## config.mk

```make
export PLATFORM = sky130hd
export DESIGN_NAME = data_merger
export DESIGN_NICKNAME = d
export VERILOG_FILES = /design/src/rtl/data_router_pkg.sv /design/src/rtl/axis_out_reg.sv /design/src/rtl/data_merger.sv
export SDC_FILE = /design/constraint.sdc
export NUM_CORES = 1
export LEC_CHECK = 0
export ABC_AREA = 1
export CAP_MARGIN = 20
export CORE_ASPECT_RATIO = 0.9
export CORE_MARGIN = 2
export CORE_UTILIZATION = 42
export DETAILED_ROUTE_END_ITERATION = 6
export GPL_TIMING_DRIVEN = 0
export HOLD_SLACK_MARGIN = 0.05
export PLACE_DENSITY = 0.79
export SLEW_MARGIN = 20
export SYNTH_ARGS = -nofsm -noshare
export SYNTH_HDL_FRONTEND = slang
export SYNTH_SLANG_ARGS = --single-unit
export TNS_END_PERCENT = 5
```

## constraint.sdc

```tcl
create_clock -name clk -period 3.7 [get_ports clk]
set_clock_uncertainty 0.15 [all_clocks]
set_input_delay 0.925 -clock clk [delete_from_list [all_inputs] [get_ports clk]]
set_output_delay 0.925 -clock clk [all_outputs]
set_load 0.005 [all_outputs]
```

## src/rtl/data_router_pkg.sv

```systemverilog
// Shared types for the data_router / data_merger pair: config word layout,
// length width and the merger phase FSM encoding.
package data_router_pkg;

  localparam int unsigned FIELD_W = 5;
  localparam int unsigned LEN_W   = 10;

  // Packed config word, MSB first.
  typedef struct packed {
    logic [FIELD_W-1:0] symbol_1;
    logic [FIELD_W-1:0] prb_1;
    logic [FIELD_W-1:0] symbol_2;
    logic [FIELD_W-1:0] prb_2;
    logic [FIELD_W-1:0] symbol_3;
    logic [FIELD_W-1:0] prb_3;
  } config_param_1;

  typedef enum logic [1:0] {StIdle, StPh1, StPh2, StPh3} merger_state_t;

  // First phase after cur whose length is non-zero; StIdle when none remain.
  function automatic merger_state_t next_phase(merger_state_t cur,
                                               logic [LEN_W-1:0] len_1,
                                               logic [LEN_W-1:0] len_2,
                                               logic [LEN_W-1:0] len_3);
    if (cur == StIdle && len_1 != '0) return StPh1;
    if ((cur == StIdle || cur == StPh1) && len_2 != '0) return StPh2;
    if (cur != StPh3 && len_3 != '0) return StPh3;
    return StIdle;
  endfunction

endpackage

```

## src/rtl/axis_out_reg.sv

```systemverilog
// One-stage AXI-Stream output register with valid/ready hold.
// Optional m_axi_last pipelining is enabled by DATA_MERGER_LAST_EN.
module axis_out_reg #(
  parameter int unsigned DATA_WIDTH = 64
) (
  input  logic                  clk,
  input  logic                  reset,
  input  logic                  load,
  input  logic [DATA_WIDTH-1:0] load_data,
`ifdef DATA_MERGER_LAST_EN
  input  logic                  load_last,
  output logic                  out_last,
`endif
  input  logic                  out_ready,
  output logic                  can_load,
  output logic                  out_valid,
  output logic [DATA_WIDTH-1:0] out_data
);

  // A new beat may enter when the register is empty or draining this cycle.
  always_comb can_load = !out_valid || out_ready;

  // Register the accepted beat; drop valid once the consumer takes it.
  always_ff @(posedge clk or posedge reset) begin
    if (reset) begin
      out_valid <= 1'b0;
      out_data  <= '0;
`ifdef DATA_MERGER_LAST_EN
      out_last  <= 1'b0;
`endif
    end else if (load) begin
      out_valid <= 1'b1;
      out_data  <= load_data;
`ifdef DATA_MERGER_LAST_EN
      out_last  <= load_last;
`endif
    end else if (out_ready) begin
      out_valid <= 1'b0;
    end
  end

endmodule

```

## src/rtl/data_merger.sv

```systemverilog
// Gathers three per-stream AXI-Stream inputs into one serial stream, taking
// symbol_k*prb_k beats from each stream k in order per accepted config word.
// Define DATA_MERGER_LAST_EN to add m_axi_last on the final beat of a frame.
module data_merger
  import data_router_pkg::*;
#(
  parameter int unsigned DATA_WIDTH       = 64,
  parameter int unsigned CONFIG_BIT_WIDTH = 30
) (
  input  logic                        clk,
  input  logic                        reset,
  input  logic [CONFIG_BIT_WIDTH-1:0] s_axi_config_data,
  input  logic                        s_axi_config_valid,
  output logic                        s_axi_config_ready,
  input  logic [DATA_WIDTH-1:0]       in_axi_data_1,
  input  logic                        in_axi_valid_1,
  output logic                        in_axi_ready_1,
  input  logic [DATA_WIDTH-1:0]       in_axi_data_2,
  input  logic                        in_axi_valid_2,
  output logic                        in_axi_ready_2,
  input  logic [DATA_WIDTH-1:0]       in_axi_data_3,
  input  logic                        in_axi_valid_3,
  output logic                        in_axi_ready_3,
`ifdef DATA_MERGER_LAST_EN
  output logic                        m_axi_last,
`endif
  output logic [DATA_WIDTH-1:0]       m_axi_data,
  output logic                        m_axi_valid,
  input  logic                        m_axi_ready
);

  merger_state_t    state_q, state_d;
  logic [LEN_W-1:0] len_1_q, len_2_q, len_3_q;
  logic [LEN_W-1:0] len_1_d, len_2_d, len_3_d;
  logic [LEN_W-1:0] beat_cnt_q, beat_cnt_d;

  config_param_1    cfg;
  logic [LEN_W-1:0] cfg_len_1, cfg_len_2, cfg_len_3;
  logic             cfg_fire;
  logic             can_load;
  logic             sel_valid;
  logic [DATA_WIDTH-1:0] sel_data;
  logic [LEN_W-1:0] cur_len;
  logic             in_fire;
  logic             last_beat;

  assign cfg       = config_param_1'(s_axi_config_data);
  // 5x5-bit products fit in 10 bits (max 961).
  assign cfg_len_1 = LEN_W'(cfg.symbol_1) * LEN_W'(cfg.prb_1);
  assign cfg_len_2 = LEN_W'(cfg.symbol_2) * LEN_W'(cfg.prb_2);
  assign cfg_len_3 = LEN_W'(cfg.symbol_3) * LEN_W'(cfg.prb_3);

  assign s_axi_config_ready = (state_q == StIdle);
  assign cfg_fire           = s_axi_config_valid && s_axi_config_ready;

  // Readies depend only on state and the output register, never on valid.
  assign in_axi_ready_1 = (state_q == StPh1) && can_load;
  assign in_axi_ready_2 = (state_q == StPh2) && can_load;
  assign in_axi_ready_3 = (state_q == StPh3) && can_load;

  // Select the stream, and its length, belonging to the active phase.
  always_comb begin
    sel_valid = 1'b0;
    sel_data  = '0;
    cur_len   = '0;
    unique case (state_q)
      StPh1: begin sel_valid = in_axi_valid_1; sel_data = in_axi_data_1; cur_len = len_1_q; end
      StPh2: begin sel_valid = in_axi_valid_2; sel_data = in_axi_data_2; cur_len = len_2_q; end
      StPh3: begin sel_valid = in_axi_valid_3; sel_data = in_axi_data_3; cur_len = len_3_q; end
      default: ;
    endcase
  end

  assign in_fire   = sel_valid && can_load && (state_q != StIdle);
  assign last_beat = in_fire && (beat_cnt_q == cur_len - LEN_W'(1));

  // Next-state: latch lengths in IDLE, count beats and advance phases.
  always_comb begin
    state_d    = state_q;
    len_1_d    = len_1_q;
    len_2_d    = len_2_q;
    len_3_d    = len_3_q;
    beat_cnt_d = beat_cnt_q;
    if (state_q == StIdle) begin
      if (cfg_fire) begin
        len_1_d = cfg_len_1;
        len_2_d = cfg_len_2;
        len_3_d = cfg_len_3;
        state_d = next_phase(StIdle, cfg_len_1, cfg_len_2, cfg_len_3);
      end
    end else if (in_fire) begin
      if (last_beat) begin
        beat_cnt_d = '0;
        state_d    = next_phase(state_q, len_1_q, len_2_q, len_3_q);
      end else begin
        beat_cnt_d = beat_cnt_q + LEN_W'(1);
      end
    end
  end

  // FSM and counter state.
  always_ff @(posedge clk or posedge reset) begin
    if (reset) begin
      state_q    <= StIdle;
      len_1_q    <= '0;
      len_2_q    <= '0;
      len_3_q    <= '0;
      beat_cnt_q <= '0;
    end else begin
      state_q    <= state_d;
      len_1_q    <= len_1_d;
      len_2_q    <= len_2_d;
      len_3_q    <= len_3_d;
      beat_cnt_q <= beat_cnt_d;
    end
  end

`ifdef DATA_MERGER_LAST_EN
  logic frame_last;
  // Last beat of the last non-empty phase ends the frame.
  assign frame_last = last_beat && (state_d == StIdle);
`endif

  axis_out_reg #(
    .DATA_WIDTH (DATA_WIDTH)
  ) u_out_reg (
    .clk       (clk),
    .reset     (reset),
    .load      (in_fire),
    .load_data (sel_data),
`ifdef DATA_MERGER_LAST_EN
    .load_last (frame_last),
    .out_last  (m_axi_last),
`endif
    .out_ready (m_axi_ready),
    .can_load  (can_load),
    .out_valid (m_axi_valid),
    .out_data  (m_axi_data)
  );

endmodule

```

==> results.cfg <==
[timing]
fin_crit_ns = 3.96
setup_viol_count_final = 5
fin_crit_sh_pct = 107
tightest_slew_ns = 0.665
setup_tns_ns = -0.605
relSlewSlack_pct = 55.7
max_freq_mhz = 253
hold_violations = 0
setup_ws_ns = -0.258
rsz0062_at_grt = yes
drv_slew = 0

[setup_path]
path_class = input pin to flip-flop
cp_max_fo = 6
cpMaxStageDelayCell = fa_1
arrival_ns = 4.05
start_kind = input pin
crit_top_cell = nand2_1
critPathCaptureType = flip-flop
crit_family = adder cells
crit_chain = buf_8 > nand2_4 > fa_1 > fa_1 > fa_1 > inv_2 > ha_4 > a21oi_4 > nand2_2 > buf_4 > nand4_1 > nand3_2 > xnor2_2 > nor2_2 > nand3b_1 > nand2_1 > nand2_1 > nand2_1 > nand2_1
critical_path_required_ns = 3.79
crit_path_max_incr_delay_ns = 0.54
cp_num_buf_inv = 3

[detailed_routing]
dr.first_iter.drc_count = 773
wl_um = 30200
ant_nets = 0
route.detailed.drc = 0
firstDrtPassIters = 7
wl_per_cell_um = 17.3
viasPerCell = 5.26
vias = 9192

[synthesis]
synth-edff-count = 0
yosys_warnings = 0
ys_seq_elements = 107
synth_nets = 1470
synth_xor_xnor_area_share_pct = 2.75
ys.flop_type = dfrtp_1
synth-simple-area-share_pct = 29.9
syn_area_per_cell_um2 = 7.15
ys_seq_area_share_pct = 32.3
synth_mux_area_share_pct = 0
synth_top_family_by_area = simple AND/OR/NAND/NOR gates
yosys.cell_types.count = 29
synthCells = 1158
async_reset_ff_share_pct = 100
synth_fa_ha_area_share_pct = 15.0
synth_compound_area_share_pct = 11.6
synth.cell_area_um2 = 8280

[outcome]
violations = setup timing
outcome = finished, violations left

[pwr]
finalPower_mw = 7.86
ir_drop_v = 0.000357
p_leak_nw = 6.21
powerDensity_nw_per_um2 = 637

[clock_tree]
cts.sinks = 107
cts_tree = done
htreeDepth = 3
clk_pin_slew_ns = 0.07
clk-insertion-delay-late_ns = 0.35
cts_root_buf = clkbuf_16
holdBufCountCts = 0
cts_buffer_depth = 2
numCtsBuffers = 9

[floorplanning]
coreArea_um2 = 19300
pin_count = 298
die_area_um2 = 20900
fp.dieW_um = 152
rows = 48
die_h_um = 137
start_util_pct = 43.0

[placement]
io_buffers = 297
pre_cts_slack_ns = -1.18
hpwl_um = 23800
place.gp.congestion = 0.951

[global_routing]
antenna_found_initial = 6
track_usage_pct = 28.3
grt_max_degree = 36
grt_pass1_wl_um = 46800
grt_pass1_vias = 8935
grt_overflow = 0

[final_layout]
finalNetCount = 1798
syn2layout_area_growth_pct = 49.1
drive_above_1_share_pct = 7.91

[flow_run]
cap_violations = 0

[hold_path]
hp-class = flip-flop to flip-flop
==> cell families after synthesis <==
group | Yosys count
AOI/OAI and AO/OA | 144
xor gates and xnor gates | 26
adders and majority gates | 83
buffers and inverters | 186
DFF | 107
and+or+nand+nor | 612
==> worst reg2reg max path, stage by stage (launching register included) <==
cell	delay, ns
dfrtp_1	0.40
inv_2	0.13
nor2_2	0.37
nand2_1	0.13
nand3_1	0.20
inv_2	0.08
ha_1	0.31
xnor2_1	0.13
nor2_1	0.10
nand2_1	0.06
inv_1	0.04
nand2_1	0.05
nor2_1	0.11
nand2_1	0.06
nor2_1	0.14
nand3_2	0.19
inv_2	0.20
nor2_1	0.07
==> power breakdown <==
part	switching, mW	total, mW	internal, mW
Clock	0.427	0.972	0.544
Sequential	0.366	2.06	1.69
Combinational	2.72	4.83	2.11
==> state kept, by name, indices dropped and copies added (netlist names) <==
signal               cells
beat_cnt_q              10
len_1_q                 10
len_2_q                 10
len_3_q                 10
state_q                  2
u_out_reg.out_data      64
u_out_reg.out_valid      1
==> cell usage after synthesis (all sizes together), types with 20 or more instances <==
master  number  area (µm²)
nand2      437        1640
inv        142         533
dfrtp      107        2680
nor2        79         314
nand3       73         370
ha          56         701
a31oi       37         231
a21o        36         270
clkbuf      33         124
fa          27         541
o21ai       27         135
a41oi       24         210
xor2        20         175
==> path summary, 6_finish.rpt <==
check	start	to	slack [ns]	cells after the start
min in group asynchronous	reset	u_out_reg.out_data[18]$_DFFE_PP0P_	0.78	2
max in group asynchronous	reset	beat_cnt_q[9]$_DFFE_PP0P_	2.10	3
worst max-delay path	s_axi_config_data[14]	state_q[1]$_DFFE_PP0P_	-0.26	19
worst min-delay path	u_out_reg.out_data[62]$_DFFE_PP0P_	u_out_reg.out_data[62]$_DFFE_PP0P_	0.32	1
worst min register to register	u_out_reg.out_data[62]$_DFFE_PP0P_	u_out_reg.out_data[62]$_DFFE_PP0P_	0.32	1
worst max register to register	state_q[1]$_DFFE_PP0P_	beat_cnt_q[9]$_DFFE_PP0P_	0.65	17
==> repair_timing <==
action / in CTS / in global routing
endpoints found under the hold margin: 0 / 0
buffers inserted: 12 / 5
pin swaps: 15 / 29
gates resized for setup: 97 / 61
endpoints found under the setup margin: 17 / 11
cloned: 0 / 0
==> metrics by stage <==
step | hold WS, ns | util [%] | instance area (µm²) | instances
2_1_floorplan | 0.299 | - | 8350 | 1158
3_3_place_gp | 0.309 | 60.3 | 11600 | 1705
3_5_place_dp | 0.314 | 60.6 | 11700 | 1708
4_1_cts | 0.330 | 63.2 | 12200 | 1736
5_1_grt | 0.336 | 64.0 | 12300 | 1746
6_report | 0.325 | 64.0 | 12300 | 1746
==> cells in the final DEF (no fill, tap or decap), types with 11 or more instances in the layout <==
| master | count |
|---|---|
| a21o_1 | 36 |
| a21oi_1 | 11 |
| a31oi_1 | 37 |
| a41oi_1 | 24 |
| buf_4 | 19 |
| clkbuf_1 | 37 |
| clkdlybuf4s50_1 | 271 |
| dfrtp_1 | 107 |
| fa_1 | 27 |
| ha_1 | 47 |
| inv_1 | 131 |
| nand2_1 | 423 |
| nand2_2 | 11 |
| nand3_1 | 69 |
| nor2_1 | 69 |
| o21ai_0 | 25 |
| xor2_1 | 17 |
==> per-layer routing <==
metal	global-route usage, %	part of all wire (%)
met1	35.8	40
met5	0	0.040
met2	48.5	48
met3	4.28	6.8
met4	13.0	4.6
==> cell type report <==
cell class                 count  area [µm²]
antenna                        5        12.5
buffer                        44         170
clock buffer                  14         254
clock inverter                 2        35.0
fill                        1691        6930
inverter                     142         537
multi-input combinational    865        5190
sequential                   107        2680
tap                          250         313
timing repair buffer         317        3150
No activity file was read; power rests on OpenSTA's default activity.
